File: config.mk
export PLATFORM = sky130hd
export DESIGN_NAME = reg_cmd_ctrl
export DESIGN_NICKNAME = d
export VERILOG_FILES = /design/src/rtl/reg_cmd_ctrl.sv
export SDC_FILE = /design/constraint.sdc
export NUM_CORES = 1
export LEC_CHECK = 0
export CORE_MARGIN = 4
export CORE_UTILIZATION = 40
export DETAILED_ROUTE_END_ITERATION = 10
export PLACE_DENSITY = 0.69
export SKIP_LAST_GASP = 1
export SLEW_MARGIN = 20
export SYNTH_ARGS = -nofsm -noshare
export SYNTH_HDL_FRONTEND = slang
export SYNTH_SLANG_ARGS = --single-unit
File: constraint.sdc
create_clock -name CLK -period 1.8 [get_ports CLK]
set_input_delay 0.45 -clock CLK [delete_from_list [all_inputs] [get_ports CLK]]
set_output_delay 0.45 -clock CLK [all_outputs]
set_load 0.005 [all_outputs]
File: src/rtl/reg_cmd_ctrl.sv
// reg_cmd_ctrl
// Decodes UART command bytes into register-file accesses and returns read
// data to a TX FIFO.
//   0xAA, addr, data : register write
//   0xBB, addr       : register read, result pushed to the TX FIFO
//
// Ports
//   CLK, RST               clock, async active-low reset
//   RX_P_DATA, RX_D_VLD    received byte and its one-cycle strobe
//   Address, WrData        register address / write data (held between strobes)
//   WrEn, RdEn             one-cycle register write / read strobes
//   RdData, RdData_VLD     register read data and its valid
//   FIFO_FULL              TX FIFO back-pressure
//   TX_P_DATA, TX_D_VLD    byte and one-cycle push strobe to the TX FIFO
//   BUSY                   high while the FSM is not in IDLE
//   CMD_ERR                one-cycle pulse on a protocol error or read timeout
//
// state   | meaning
// --------+----------------------------------------------------
// IDLE    | waiting for a command byte
// WR_ADDR | write command seen, waiting for address byte
// WR_DATA | write address latched, waiting for data byte
// RD_ADDR | read command seen, waiting for address byte
// RD_WAIT | read strobe issued, waiting for RdData_VLD or timeout
// TX_SEND | read data held, waiting for room in the TX FIFO
module reg_cmd_ctrl #(
  parameter int WIDTH      = 8,
  parameter int ADDR       = 4,
  parameter int RD_TIMEOUT = 4
) (
  input  logic             CLK,
  input  logic             RST,
  input  logic [WIDTH-1:0] RX_P_DATA,
  input  logic             RX_D_VLD,
  output logic [ADDR-1:0]  Address,
  output logic [WIDTH-1:0] WrData,
  output logic             WrEn,
  output logic             RdEn,
  input  logic [WIDTH-1:0] RdData,
  input  logic             RdData_VLD,
  input  logic             FIFO_FULL,
  output logic [WIDTH-1:0] TX_P_DATA,
  output logic             TX_D_VLD,
  output logic             BUSY,
  output logic             CMD_ERR
);

  localparam int TW = (RD_TIMEOUT < 1) ? 1 : $clog2(RD_TIMEOUT + 1);
  localparam logic [WIDTH-1:0] CMD_WR = WIDTH'(8'hAA);
  localparam logic [WIDTH-1:0] CMD_RD = WIDTH'(8'hBB);

  typedef enum logic [2:0] {
    IDLE    = 3'd0,
    WR_ADDR = 3'd1,
    WR_DATA = 3'd2,
    RD_ADDR = 3'd3,
    RD_WAIT = 3'd4,
    TX_SEND = 3'd5
  } state_t;

  state_t         state;
  logic [TW-1:0]  tmo_cnt;

  always_ff @(posedge CLK or negedge RST) begin
    if (!RST) begin
      state     <= IDLE;
      Address   <= '0;
      WrData    <= '0;
      TX_P_DATA <= '0;
      tmo_cnt   <= '0;
      WrEn      <= 1'b0;
      RdEn      <= 1'b0;
      TX_D_VLD  <= 1'b0;
      BUSY      <= 1'b0;
      CMD_ERR   <= 1'b0;
    end else begin
      // strobes default low so each is a single-cycle pulse
      WrEn     <= 1'b0;
      RdEn     <= 1'b0;
      TX_D_VLD <= 1'b0;
      CMD_ERR  <= 1'b0;
      case (state)
        IDLE: begin
          if (RX_D_VLD) begin
            if (RX_P_DATA == CMD_WR) begin
              state <= WR_ADDR;
              BUSY  <= 1'b1;
            end else if (RX_P_DATA == CMD_RD) begin
              state <= RD_ADDR;
              BUSY  <= 1'b1;
            end else begin
              CMD_ERR <= 1'b1;
            end
          end
        end
        WR_ADDR: begin
          if (RX_D_VLD) begin
            Address <= RX_P_DATA[ADDR-1:0];
            state   <= WR_DATA;
          end
        end
        WR_DATA: begin
          if (RX_D_VLD) begin
            WrData <= RX_P_DATA;
            WrEn   <= 1'b1;
            state  <= IDLE;
            BUSY   <= 1'b0;
          end
        end
        RD_ADDR: begin
          if (RX_D_VLD) begin
            Address <= RX_P_DATA[ADDR-1:0];
            RdEn    <= 1'b1;
            tmo_cnt <= TW'(RD_TIMEOUT);
            state   <= RD_WAIT;
          end
        end
        RD_WAIT: begin
          // stray bytes are dropped; read data wins over the timeout
          if (RX_D_VLD) CMD_ERR <= 1'b1;
          if (RdData_VLD) begin
            TX_P_DATA <= RdData;
            tmo_cnt   <= '0;
            state     <= TX_SEND;
          end else if (tmo_cnt <= TW'(1)) begin
            // counter reaching 0: RD_TIMEOUT cycles spent in RD_WAIT
            tmo_cnt <= '0;
            CMD_ERR <= 1'b1;
            state   <= IDLE;
            BUSY    <= 1'b0;
          end else begin
            tmo_cnt <= tmo_cnt - TW'(1);
          end
        end
        TX_SEND: begin
          if (RX_D_VLD) CMD_ERR <= 1'b1;
          if (!FIFO_FULL) begin
            TX_D_VLD <= 1'b1;
            state    <= IDLE;
            BUSY     <= 1'b0;
          end
        end
        default: begin
          state <= IDLE;
          BUSY  <= 1'b0;
        end
      endcase
    end
  end

endmodule

# --- Yosys cells after proc, flatten, opt, wreduce, memory -nomap -nowiden ---
# Cells that the tools add are included.
word_totals:
  register_bits: 31
  inputBits: 21
  out_inout_bits: 25
  elab_cells: 70
classes:
  n_addsub: 1
  order_cmp: 1
  eq_ne: 16
  n_mux: 32
  n_bitwise: 1
  reduce_logical: 9
ops:
  columns: ["op", "count"]
  rows:
  - ["3-bit two-way mux", 11]
  - ["3-bit case mux with 6 select lines", 1]
  - ["1-bit two-way mux", 17]
  - ["8-bit == test, second input constant", 2]
  - ["2-bit != test, second input constant", 7]
  - ["7-bit AND reduction", 2]
  - ["2-bit AND reduction", 4]
  - ["3-bit by 2-bit == test with 1-bit output, second input constant", 2]
  - ["3-bit == test, second input constant", 2]
  - ["3-bit != test, second input constant", 2]
  - ["3-bit case mux with 2 select lines", 1]
  - ["1-bit case mux with 5 select lines", 1]
  - ["3-bit by 1-bit == test with 1-bit output, second input constant", 1]
  - ["3-bit by 1-bit less-or-equal comparator with 1-bit output, second input constant", 1]
  - ["3-bit zero test", 1]
  - ["1-bit case mux with 3 select lines", 1]
  - ["3-bit by 1-bit subtractor with 3-bit output, second input constant", 1]
  - ["2-bit nonzero test", 1]
  - ["2-bit OR reduction", 1]
  - ["1-bit inverter", 1]

# --- Depth between registers and ports, before layout ---
# Gate-level depths: netlist (run 1).
logic_depth:
  depth_word: 5
  depth_mapped: 5
  depth_no_buf: 5

# --- Worst setup path after synthesis (run 1) ---
# Ideal clock, no wire load.
synth_timing:
  path_kind: "flip-flop to flip-flop"
  from: "register state[1]"
  to: "register TX_P_DATA[0]"
  setup_time_ns: 0.125
  arrival_ns: 1.219
  required_ns: 1.675
  slack_ns: 0.456
  stages_incl_launch_ff: 5
  path_buffers: 2
  period_less_slack_ns: 1.344
  path_cell_list: "dfrtp_1 buf_2 and4bb_1 buf_4 mux2_4"
synth_between:
  elab_chain_cells: 2
synth_rtl:
  columns: ["item", "line_no", "rtl"]
  rows:
  - ["start, declared", "61", "state_t state;"]
  - ["start signal, assigned", "66", "state <= IDLE;"]
  - ["start signal, assigned", "86", "state <= WR_ADDR;"]
  - ["start signal, assigned", "89", "state <= RD_ADDR;"]
  - ["3-bit == test", "82", "case (state)"]
  - ["2-bit AND reduction (no line)", null, null]
  - ["end signal, assigned", "122", "TX_P_DATA <= RdData;"]
  - ["end, declared", "42", "output logic [WIDTH-1:0] TX_P_DATA,"]
# Every way passes these cells.
# A chain may end at the register's enable or synchronous reset.

# --- Final worst setup path (run 1) ---
layout_timing:
  from: "input port RdData_VLD"
  to: "register TX_P_DATA[0]"
layout_between:
  elab_chain_cells: 1
layout_rtl:
  columns: ["item", "line_no", "rtl"]
  rows:
  - ["start, declared", "40", "input logic RdData_VLD,"]
  - ["2-bit AND reduction (no line)", null, null]
# Every way passes these cells.

==> run_results.csv, run 1 <==
group,metric,value,unit
detailed_routing,detail_route.iter0.violations,44,
cts,cts.clk_slew.worst_paths,0.06,ns
yosys,syn_nets,131,
setup_path,worst_path_dominant_cell_family,"simple AND/OR/NAND/NOR gates",
global_route,maximum_number_of_pins_on_one_net_before_global_route_repair,32,
setup_path,crit_path_max_incr_delay,0.55,ns
flow_run,max-cap-violations,0,
final_layout,post_route_cells_drive_above_1_share,16.0,%
final_layout,layout.cells.most_common,"clkdlybuf4s50_1",
cts,post-cts-setup-buffers,0,
yosys,ys_types,39,
cts,cts_made_buffers,5,
timing,worstMarginPinSlew,0.534,ns
power_and_ir_drop,pwrdens,749,nW/um2
yosys,post_synth_instance_area,1460,um2
timing,final.hold.worst_slack,0.487,ns
detailed_routing,routed_wl,3170,um
setup_path,endpoint_kind,"flop",
global_route,antenna_violations_before_repair,0,
yosys,postSynthAreaPerCell,13.6,um2
final_layout,syn2layout_area_growth,43.3,%
place,gpl_congestion,0.827,
setup_path,regToRegStartpoint,"state[2]",
setup_path,worstPathCellList,"clkdlybuf4s50_1 -> and4bb_1 -> mux2_4",
setup_path,critPathLaunch,"RdData_VLD",
detailed_routing,detail_route.wl_per_cell,15.2,um
global_route,grt_pass1_wl,5300,um
final_layout,final.fill_count,280,
global_route,globalRouteTotalUtil,15.5,%
final_layout,multi_input_comb_area,623,um2
setup_path,cp.required,1.96,ns
setup_path,cp_data_arrival_time,1.84,ns
worst_hold_path,timing.hold.worst.start,"WrData[1]",
detailed_routing,drc_errors,0,
timing,final_hold_viol_count,0,
cts,clock_insertion_delay_worst_skew,0.28,ns
setup_path,crit_path_max_fanout,9,
detailed_routing,final_antenna_net_count,0,
yosys,postSynth.asyncResetShare,100,%
floorplanning,die_area,4690,um2
floorplanning,initial_core_util,42.5,%
yosys,synthesis.instances,108,
yosys,yosysWarningCount,0,
timing,maxSlewViolCount,0,
setup_path,slowest_cp_cell,"and4bb_1",
final_layout,post-route-cell-area,2100,um2
timing,rsz_0062_raised_after_global_routing,"no",
yosys,ys_top_cells_by_area,"dfrtp_1, mux2_1, mux2_4, and4bb_1, ha_1",
floorplanning,placement_rows,21,
final_layout,layout.nets,184,
cts,post_cts.resized_instances,0,
timing,maxSlewHeadroom,64.4,%
yosys,synth_seq_area_share,53.0,%
place,place_hpwl,2320,um
timing,setup_violations_final,0,
yosys,synth_edf_count,0,
detailed_routing,detail_route.vias_per_cell,5.13,
detailed_routing,detail_route.first_pass.iterations,4,
yosys,synth_top_cell_area_share,53.0,%
cts,cts.hold.buffers_added,0,
global_route,grt_pass1_vias,1113,
power_and_ir_drop,leakage_power_total,0.959,nW
yosys,netlist.top_cell.by_area,"dfrtp_1",
timing,finalCriticalPeriod,1.68,ns
floorplanning,ioPinCount,46,
setup_path,critical_path_buf_inv_count,1,
setup_path,timing_worst_setup_path_type,"input port to flop",
detailed_routing,number_of_vias_in_the_routed_layout,1066,
cts,clock_sinks,31,
cts,cts_max_level,2,
timing,fin_worst_skew,0.00542,ns
final_layout,n_antenna_cell,0,
cts,cts_tree,"yes",
setup_path,startpoint_type,"input port",
global_route,gr-total-overflow,0,
yosys,ys_ff_latch,31,
run_status,outcome,"completed",
floorplanning,chipHeight,68.5,um
timing,final_period_utilization,93.1,%
cts,clk_root_buffer_cell,"clkbuf_8",
yosys,dominantRegCellSynth,"dfrtp_1",
power_and_ir_drop,vdd.ir_drop.worst,0.455,mV
worst_hold_path,worstHoldPathType,"flop to flop",
final_layout,layout_common_cells,"clkdlybuf4s50_1, dfrtp_1, mux2_1",
final_layout,ff_latch_area,776,um2
cts,clock_path_buffers,2,
final_layout,final_util,61.0,%
floorplanning,die_x,68.5,um
floorplanning,placeableCoreArea,3440,um2
place,post_dp_cell_area,2000,um2
power_and_ir_drop,totalPowerFinal,1.57,mW
timing,clock.fmax,597,MHz
place,buffer_ports.inserted,45,
where the power goes:
group          switching [mW]  internal (mW)  total [mW]
sequential             0.0226          0.740       0.762
combinational          0.0732          0.146       0.219
clock                   0.243          0.348       0.592
total                   0.339           1.23        1.57
synth_stat cells (3+ instances only):
cell,instances
buf_2,4
dfrtp_1,31
inv_1,5
mux2_1,13
mux2_4,8
nand3_1,3
kinds of logic after synthesis:
kind of cell | share of synthesized area (%)
flops | 53.0
simple gates | 13.2
mux | 19.0
compound gates | 8.04
buf+inv | 4.44
fa+ha+maj | 1.71
xor+xnor | 0.598
area by class of cell:
class / instances / share of cell area, %
flip-flops and latches: 31 / 37.0
repair buffers: 53 / 24.9
inverters: 5 / 0.894
well taps: 46 / 2.74
multi-input cells: 65 / 29.7
clock buffers: 8 / 4.77
registers in the layout, indices dropped and copies added (netlist names):
| register | flops |
|---|---|
| Address | 4 |
| BUSY | 1 |
| CMD_ERR | 1 |
| RdEn | 1 |
| TX_D_VLD | 1 |
| TX_P_DATA | 8 |
| WrData | 8 |
| WrEn | 1 |
| state | 3 |
| tmo_cnt | 3 |
per-stage QoR:
step                      worst slack (ns)  std cells  TNS [ns]
after global routing                0.0766        208         0
after global placement              -0.116        200    -0.925
after detailed placement            -0.186        200     -1.42
final                                0.125        208         0
after CTS                            0.111        208         0
after floorplan                      0.456        108         0
worst register-to-register path, cell delays in order (launching register included):
cell and delay [ns]:
dfrtp_1 0.54, and4bb_1 0.60, mux2_4 0.35
per-layer routing:
layer / vias up / wire length [um] / global-route usage, %
li1: 502 / - / -
met1: 523 / 1350 / 19.3
met2: 35 / 1500 / 24.2
met3: 6 / 262 / 5.51
met4: 0 / 56 / 6.70
met5: - / 0 / 0
path summary, 6_finish.rpt:
kind | cells past startpoint | slack (ns) | end
setup / recovery | 3 | 0.12 | TX_P_DATA[0]
hold / removal | 1 | 0.49 | WrData[1]
max in group asynchronous | 2 | 0.96 | state[1]
setup reg to reg | 2 | 0.20 | TX_P_DATA[0]
hold reg to reg | 1 | 0.49 | WrData[1]
min in group asynchronous | 2 | 0.56 | state[0]
(Power assumes the default switching activity.)
==> run 2: changes to the inputs <==
--- a/config.mk
+++ b/config.mk
@@ -5,6 +5,7 @@
 export SDC_FILE = /design/constraint.sdc
 export NUM_CORES = 1
 export LEC_CHECK = 0
+export ABC_CLOCK_PERIOD_IN_PS = 1800
 export CORE_MARGIN = 4
 export CORE_UTILIZATION = 40
 export DETAILED_ROUTE_END_ITERATION = 10
==> results of run 2 <==
Same layout as run 1: the final DEF is identical, and so are final timing and power.
==> run 3: changes to the inputs <==
--- a/config.mk
+++ b/config.mk
@@ -6,11 +6,12 @@
 export NUM_CORES = 1
 export LEC_CHECK = 0
 export ABC_CLOCK_PERIOD_IN_PS = 1800
+export CAP_MARGIN = 20
 export CORE_MARGIN = 4
 export CORE_UTILIZATION = 40
+export CTS_CLUSTER_DIAMETER = 60
 export DETAILED_ROUTE_END_ITERATION = 10
 export PLACE_DENSITY = 0.69
-export SKIP_LAST_GASP = 1
 export SLEW_MARGIN = 20
 export SYNTH_ARGS = -nofsm -noshare
 export SYNTH_HDL_FRONTEND = slang
==> results of run 3 <==
Same layout as run 1: the final DEF is identical, and so are final timing and power.
